===== src/rtl/cpu_defines.sv =====
// Shared CPU pipeline definitions: enable/zero constants, EX->MEM payload layout
// and the pipeline stage buffer occupancy states.
package cpu_defines;

  localparam logic        ENABLE    = 1'b1;
  localparam logic        DISABLE   = 1'b0;
  localparam logic [31:0] ZERO_WORD = 32'h0000_0000;
  localparam logic [4:0]  REG_ZERO  = 5'b00000;

  typedef struct packed {
    logic        wreg_write;
    logic [4:0]  wreg_addr;
    logic [31:0] wreg_data;
    logic        whilo;
    logic [31:0] hi;
    logic [31:0] lo;
  } ex_mem_payload_t;

  // What an empty EX->MEM stage must present: all writes disabled, zero address/data
  localparam ex_mem_payload_t EX_MEM_EMPTY = '{
    wreg_write: DISABLE,
    wreg_addr:  REG_ZERO,
    wreg_data:  ZERO_WORD,
    whilo:      DISABLE,
    hi:         ZERO_WORD,
    lo:         ZERO_WORD
  };

  // Encodings equal the number of held entries so occupancy is the state itself
  typedef enum logic [1:0] {
    ST_EMPTY = 2'd0,
    ST_ONE   = 2'd1,
    ST_FULL  = 2'd2
  } stage_state_t;

endpackage


===== src/rtl/ex_mem_stage.sv =====
// EX->MEM pipeline register: packs the EX results into ex_mem_payload_t and
// carries them through a pipe_stage_buf.
module ex_mem_stage
  import cpu_defines::*;
#(
  parameter int CNT_W = 16
) (
  input  logic             clk,
  input  logic             rst,
  input  logic             flush,
  input  logic             in_valid,
  output logic             in_ready,
  input  logic             in_wreg_write,
  input  logic [4:0]       in_wreg_addr,
  input  logic [31:0]      in_wreg_data,
  input  logic             in_whilo,
  input  logic [31:0]      in_hi,
  input  logic [31:0]      in_lo,
  output logic             out_valid,
  input  logic             out_ready,
  output logic             out_wreg_write,
  output logic [4:0]       out_wreg_addr,
  output logic [31:0]      out_wreg_data,
  output logic             out_whilo,
  output logic [31:0]      out_hi,
  output logic [31:0]      out_lo,
  output logic [1:0]       occupancy,
  output logic [CNT_W-1:0] stall_cnt
);

  ex_mem_payload_t in_payload_s;
  ex_mem_payload_t buf_payload_s;
  ex_mem_payload_t out_payload_s;

  assign in_payload_s = '{
    wreg_write: in_wreg_write,
    wreg_addr:  in_wreg_addr,
    wreg_data:  in_wreg_data,
    whilo:      in_whilo,
    hi:         in_hi,
    lo:         in_lo
  };

  pipe_stage_buf #(
    .WIDTH($bits(ex_mem_payload_t)),
    .CNT_W(CNT_W)
  ) u_buf (
    .clk       (clk),
    .rst       (rst),
    .flush     (flush),
    .in_valid  (in_valid),
    .in_ready  (in_ready),
    .in_data   (in_payload_s),
    .out_valid (out_valid),
    .out_ready (out_ready),
    .out_data  (buf_payload_s),
    .occupancy (occupancy),
    .stall_cnt (stall_cnt)
  );

  // The buffer already zeroes an empty stage; the empty encoding is pinned here too
  assign out_payload_s  = (out_valid == ENABLE) ? buf_payload_s : EX_MEM_EMPTY;
  assign out_wreg_write = out_payload_s.wreg_write;
  assign out_wreg_addr  = out_payload_s.wreg_addr;
  assign out_wreg_data  = out_payload_s.wreg_data;
  assign out_whilo      = out_payload_s.whilo;
  assign out_hi         = out_payload_s.hi;
  assign out_lo         = out_payload_s.lo;

endmodule


===== src/rtl/pipe_stage_buf.sv =====
// Flow-controlled pipeline stage register with one skid entry, flush and a
// saturating stall-cycle counter. Payload reads as all-zero when the stage is empty.
module pipe_stage_buf
  import cpu_defines::*;
#(
  parameter int WIDTH = 32,
  parameter int CNT_W = 16
) (
  input  logic             clk,
  input  logic             rst,
  input  logic             flush,
  input  logic             in_valid,
  output logic             in_ready,
  input  logic [WIDTH-1:0] in_data,
  output logic             out_valid,
  input  logic             out_ready,
  output logic [WIDTH-1:0] out_data,
  output logic [1:0]       occupancy,
  output logic [CNT_W-1:0] stall_cnt
);

  stage_state_t     state_r, state_s;
  logic [WIDTH-1:0] main_r, main_s;
  logic [WIDTH-1:0] skid_r, skid_s;
  logic             in_ready_r;
  logic             out_valid_r;
  logic [CNT_W-1:0] stall_cnt_r;
  logic             in_fire_s, out_fire_s;

  // Next-state and next-payload selection for main and skid entries
  always_comb begin
    in_fire_s  = in_valid & in_ready_r;
    out_fire_s = out_valid_r & out_ready;
    state_s    = state_r;
    main_s     = main_r;
    skid_s     = skid_r;
    if (flush) begin
      state_s = ST_EMPTY;
      main_s  = {WIDTH{1'b0}};
      skid_s  = {WIDTH{1'b0}};
    end else begin
      case (state_r)
        ST_EMPTY: begin
          if (in_fire_s) begin
            state_s = ST_ONE;
            main_s  = in_data;
          end else begin
            state_s = ST_EMPTY;
          end
        end
        ST_ONE: begin
          if (out_fire_s && in_fire_s) begin
            main_s = in_data;
          end else if (out_fire_s) begin
            state_s = ST_EMPTY;
            main_s  = {WIDTH{1'b0}};
          end else if (in_fire_s) begin
            state_s = ST_FULL;
            skid_s  = in_data;
          end else begin
            state_s = ST_ONE;
          end
        end
        ST_FULL: begin
          // in_ready is low here, so only the drain path can move
          if (out_fire_s) begin
            state_s = ST_ONE;
            main_s  = skid_r;
            skid_s  = {WIDTH{1'b0}};
          end else begin
            state_s = ST_FULL;
          end
        end
        default: begin
          state_s = ST_EMPTY;
          main_s  = {WIDTH{1'b0}};
          skid_s  = {WIDTH{1'b0}};
        end
      endcase
    end
  end

  // State, payload, handshake flags and stall counter registers
  always_ff @(posedge clk) begin
    if (rst) begin
      state_r     <= ST_EMPTY;
      main_r      <= {WIDTH{1'b0}};
      skid_r      <= {WIDTH{1'b0}};
      in_ready_r  <= 1'b1;
      out_valid_r <= 1'b0;
      stall_cnt_r <= {CNT_W{1'b0}};
    end else begin
      state_r     <= state_s;
      main_r      <= main_s;
      skid_r      <= skid_s;
      in_ready_r  <= (state_s != ST_FULL);
      out_valid_r <= (state_s != ST_EMPTY);
      if (out_valid_r && !out_ready && (stall_cnt_r != {CNT_W{1'b1}})) begin
        stall_cnt_r <= stall_cnt_r + {{(CNT_W-1){1'b0}}, 1'b1};
      end else begin
        stall_cnt_r <= stall_cnt_r;
      end
    end
  end

  assign in_ready  = in_ready_r;
  assign out_valid = out_valid_r;
  assign out_data  = main_r;
  assign occupancy = state_r;
  assign stall_cnt = stall_cnt_r;

endmodule


===== config.mk =====
export PLATFORM = sky130hd
export DESIGN_NAME = ex_mem_stage
export DESIGN_NICKNAME = d
export VERILOG_FILES = /design/src/rtl/cpu_defines.sv /design/src/rtl/ex_mem_stage.sv /design/src/rtl/pipe_stage_buf.sv
export SDC_FILE = /design/constraint.sdc
export NUM_CORES = 1
export LEC_CHECK = 0
export ABC_CLOCK_PERIOD_IN_PS = 2350
export CAP_MARGIN = 20
export CORE_MARGIN = 4
export CORE_UTILIZATION = 50
export DETAILED_ROUTE_END_ITERATION = 7
export DONT_BUFFER_PORTS = 1
export PLACE_DENSITY_LB_ADDON = 0.05
export SYNTH_ARGS = -nofsm -noshare
export SYNTH_HDL_FRONTEND = slang
export SYNTH_SLANG_ARGS = --single-unit

===== constraint.sdc =====
create_clock -name clk -period 2.35 [get_ports clk]
set_clock_uncertainty 0.1 [all_clocks]
set_input_delay 0.235 -clock clk [delete_from_list [all_inputs] [get_ports clk]]
set_output_delay 0.235 -clock clk [all_outputs]
set_load 0.02 [all_outputs]

## After elaboration in Yosys (flattened, before gate mapping)

Index checks and enable logic that the tools add are counted.

- $add $sub $neg: 1
- Multipliers: 0
- Divide/modulo/power cells: 0
- Order comparisons: 0
- Equality and inequality tests: 10
- Shifts and indexed selects: 0
- Muxes and demuxes: 16
- Bitwise operators: 3
- Reduce and logical (&&, ||, !) cells: 9

Operator list:

| operator | count |
|---|---|
| 103-bit two-way mux | 7 |
| 103-bit case mux with 3 select lines | 2 |
| 16-bit by 1-bit adder with 16-bit output (second input constant) | 1 |
| 16-bit != test (second input constant) | 1 |
| 2-bit two-way mux | 5 |
| 2-bit by 1-bit != test with 1-bit output (second input constant) | 3 |
| 2-bit != test (second input constant) | 3 |
| 2-bit case mux with 3 select lines | 1 |
| 5-bit AND reduction | 1 |
| 1-bit logical AND | 3 |
| 3-bit by 1-bit != test with 1-bit output (second input constant) | 1 |
| 3-bit AND reduction | 1 |
| 1-bit bitwise AND | 2 |
| 2-bit by 1-bit equality test with 1-bit output (second input constant) | 1 |
| 2-bit equality test (second input constant) | 1 |
| 2-bit logical NOT | 1 |
| 2-bit nonzero test | 1 |
| 2-bit OR reduction | 1 |
| 1-bit logical NOT | 1 |
| 1-bit two-way mux | 1 |
| 1-bit NOT | 1 |

- Bits in registers: 226
- Latch bits: 0
- Memory bits (writable): 0
- ROM bits: 0
- Input port bits: 108
- Output and inout bits: 123
- Logic and storage cells: 45
- Memories kept: 0

## Depth between registers and ports, before layout

- Depth after elaboration: 7
- Gate-level depth with buffers: 7
- Gate-level depth less buffers: 5

## Hierarchy

A second synthesis with hierarchy kept.

- Cell total of the unflattened synthesis: 1536
- Area total of the unflattened synthesis: 11732.5 µm²

By module, submodules not included:

| module | times used | cells each | area an instance (µm²) | seq. area each (µm²) |
|---|---|---|---|---|
| pipe_stage_buf | 1 | 1422 | 10983.0 | 4524.3 |
| ex_mem_stage | 1 | 114 | 749.5 | 0.0 |

## Least setup slack after synthesis

OpenSTA, ideal clock, no wires.

- Kind: register to register
- From: reg u_buf.stall_cnt_r[0] (netlist: u_buf.stall_cnt[0])
- To: reg u_buf.stall_cnt_r[12] (netlist: u_buf.stall_cnt[12])
- Library setup time: 0.121 ns
- Arrival: 1.832 ns
- Data required time: 2.129 ns
- Path slack: 0.297 ns
- Cell stages (with the launch flop): 6
- Path buffers: 0
- Clock period less this slack: 2.053 ns
- Path through: dfxtp_1 -> ha_1 -> nand4_2 -> nor3_1 -> o2111a_1 -> mux2_2

- Longest elaborated chain between the ends: 2
- Elaborated cells between the ends (all ways): 3
- Those cells by class: 1 x add/sub; 1 x eq/ne; 1 x reduce/logical

RTL lines:

| item | RTL line | text |
|---|---|---|
| start, declared | pipe_stage_buf.sv:27 | `logic [CNT_W-1:0] stall_cnt_r;` |
| start signal, assigned | pipe_stage_buf.sv:91 | `stall_cnt_r <= {CNT_W{1'b0}};` |
| start signal, assigned | pipe_stage_buf.sv:99 | `stall_cnt_r <= stall_cnt_r + {{(CNT_W-1){1'b0}}, 1'b1};` |
| start signal, assigned | pipe_stage_buf.sv:101 | `stall_cnt_r <= stall_cnt_r;` |
| parallel branches: the longest is 2 deep, another holds 16-bit by 1-bit adder with 16-bit output | n/a |  |

Parallel ways; which one is timed is not known.
A chain may end at the register's enable or synchronous reset.

## Worst setup path after layout

- From: reg u_buf.out_valid_r (netlist: u_buf.out_valid)
- To: out out_lo[23]

- Longest elaborated chain between the ends: 1

RTL lines:

| item | RTL line | text |
|---|---|---|
| start, declared | pipe_stage_buf.sv:26 | `logic out_valid_r;` |
| start signal, assigned | pipe_stage_buf.sv:97 | `out_valid_r <= (state_s != ST_EMPTY);` |
| 103-bit two-way mux | ex_mem_stage.sv:62 | `assign out_payload_s = (out_valid == ENABLE) ? buf_payload_s : EX_MEM_EMPTY;` |
| end, declared | ex_mem_stage.sv:26 | `output logic [31:0] out_lo,` |

No other way between the ends.

==> results.yml <==
timing:
  fmax_ghz: 0.477
  final.setup.tns_ns: 0
  rsz0062_at_grt: "false"
  hold_viol: 0
  min_period_over_period_pct: 89.1
  worstMarginPinSlew_ns: 1.25
  setup_viol: 0
  slew_headroom_pct: 16.6
  drv_slew: 0
  min_period_ns: 2.09
logic_synthesis:
  ys.flop_type: "dfxtp_1"
  synthCells: 1063
  synth_area_um2: 9510
  synth_most_common_cell: "dfxtp_1"
  syn-num-nets: 1172
  yosysTopAreaCellShare_pct: 47.6
  synth_top_area_cell: "dfxtp_1"
  yosysWarnings: 0
  yosysSeqAreaShare_pct: 47.6
  avgSynthCellArea_um2: 8.95
  synth_common_cells: "dfxtp_1 (226), a21oi_1 (116), o21ai_0 (112)"
  synth_edf_count: 0
  synth_area_leaders: "dfxtp_1 (48%), o2bb2ai_1 (9.5%), a22oi_1 (8.1%)"
  async_reset_ff_share_pct: 0
  ys_types: 42
  ys_ff_latch: 226
route:
  drt-initial-drc-count: 630
  vias: 8198
  drc: 0
  routed_wl_um: 26500
  drt_first_pass_iters: 6
  vias_per_cell: 6.02
  wl_per_cell_um: 19.4
  postRouteAntennaNets: 0
cts:
  cts_setup_buffers: 0
  clk_pin_slew_worst_paths_ns: 0.06
  cts_sinks: 226
  tritoncts: "done"
  cts_max_level: 1
  cts_buffer_depth: 3
  cts_buffers: 24
  root_buffer: "clkbuf_16"
  insertion_delay_ns: 0.51
worst_setup_path:
  slowest_stage: "dfxtp_4"
  critical_path_arrival_ns: 1.76
  crit_required_ns: 2.02
  end_kind: "output pin"
  worstPathCellList: "buf_4 > and2_1"
  crit_family: "flip-flops"
  cpPeakStageDelay_ns: 0.57
  cp-start-kind: "register"
  crit_fanout: 31
  path_buf_inv: 1
  path_class: "reg2out"
  r2r_slack_ns: 0.35
power_and_ir_drop:
  clkPwrFrac_pct: 44.1
  p_sw_uw: 1950
  pwr-share-seq_pct: 47.2
  p_total_uw: 8400
  power_frac_comb_pct: 8.7
  ir_drop_v: 0.000503
  leakagePower_uw: 0.00375
  intPower_uw: 6440
  power_density_nw_per_um2: 728
  switching_share_pct: 23.3
die:
  die_h_um: 146
  rows: 50
  core_um2: 18700
  ios: 231
  dieArea_um2: 21300
  start_util_pct: 50.8
  die_w_um: 146
global_routing:
  grt_pass1_vias: 8057
  grt_usage_pct: 23.8
  grt_start_max_net_pins: 209
  antenna_found_initial: 0
  grt_pass1_wl_um: 43400
  overflow: 0
place:
  gp_congestion: 0.769
  port_buffers: 0
  dp_hpwl_um: 15000
run:
  drv_cap: 0
finish:
  drive_above_1_share_pct: 6.57
  syn_to_final_growth_pct: 21.3
  fillerInstances: 1670
  final_nets: 1221
  antenna_cells: 0
min_path:
  hold_class: "in2reg"
status:
  status: "completed"
[stage by stage]
stage                     worst slack (ns)  cells  hold WS (ns)  util [%]  instance area (um^2)
after CTS                            0.207   1361        0.0520      61.7                 11500
after detailed placement             0.358   1214         0.221      51.8                  9690
after global routing                 0.133   1361         0.109      61.7                 11500
final                                0.255   1361        0.0773      61.7                 11500
after floorplan                      0.297   1063         0.258         -                  9510
after global placement               0.413   1214         0.220      51.8                  9690
[routing by layer]
| layer | vias up | share of wire [%] | global-route usage (%) |
|---|---|---|---|
| li1 | 3980 | - | - |
| met3 | 32 | 5.8 | 4.67 |
| met4 | 0 | 1.6 | 5.32 |
| met1 | 3954 | 46 | 33.4 |
| met5 | - | 0 | 0 |
| met2 | 232 | 46 | 38.1 |
[power by group through the flow]
stage          sequential [uW]  clock, uW  combinational, uW
6_report                  3960       3700                732
3_5_place_dp              4040          0                547
5_1_grt                   3970       3960                795
2_1_floorplan             4030          0                413
3_3_place_gp              4040          0                545
4_1_cts                   3960       3810                732
[cells by family after synthesis]
kind of cell             share of synthesized area, %
AO/OA/AOI/OAI                                    30.5
buffers and inverters                            5.13
multiplexers                                    0.658
flip-flops                                       47.6
adder cells (fa/ha/maj)                         0.132
AND/OR/NAND/NOR                                  16.0
[layout make-up]
cell class                 count  area, um^2  area share [%]
clock buffer                  36         728            6.31
tap                          234         293            2.54
timing repair buffer         131        1370            11.9
sequential                   226        4530            39.3
inverter                       4        15.0           0.130
multi-input combinational    725        4540            39.4
clock inverter                 5        52.6           0.456
[path summary, 6_finish.rpt]
| kind | cells after the start | startpoint | endpoint |
|---|---|---|---|
| worst max-delay path | 2 | u_buf.out_valid | out_lo[23] |
| worst min-delay path | 3 | in_valid | u_buf.out_valid |
| worst max register to register | 4 | u_buf.stall_cnt[3] | u_buf.stall_cnt[12] |
| worst min register to register | 1 | u_buf.out_data[47] | u_buf.out_data[47] |
[placed cells by master, fill, tap and decap left out, types with 3 or more instances in the layout]
cell type	instances
dfxtp_1	225
a21oi_1	114
o21ai_0	112
dlygate4sd3_1	106
and2_1	104
a22oi_1	103
o2bb2ai_1	103
nand2_1	98
clkbuf_16	26
buf_4	15
nand4b_1	14
buf_12	10
nor2_1	8
or3_1	7
clkbuf_1	6
nand3_1	5
nor3_1	5
nand4_1	5
and3_1	4
nor2b_1	4
inv_1	4
mux2i_1	4
clkbuf_8	4
nand2b_1	3
nor3_4	3
nor4_1	3
o31ai_1	3
or4_1	3
clkinv_2	3
[worst register-to-register path, delay by kind of cell (launching register included)]
kind / cells / cell delay [ns]
AOI/OAI and AO/OA: 1 / 0.24
DFF: 1 / 0.54
muxes: 1 / 0.32
and+or+nand+nor: 2 / 0.69
[registers in the layout, summed over array words and instances, names as in the netlist]
register and flops:
u_buf.in_ready 1, u_buf.occupancy 2, u_buf.out_valid 1, u_buf.stall_cnt 16
u_buf.skid_r 103, u_buf.out_data 103
[what timing repair did]
action | in CTS | in global routing
endpoints found under the setup margin | 0 | 0
endpoints found under the hold margin | 225 | 0
resized for setup | 0 | 0
hold buffers | 106 | 0
Note: power is estimated with default switching activity, not from simulation.
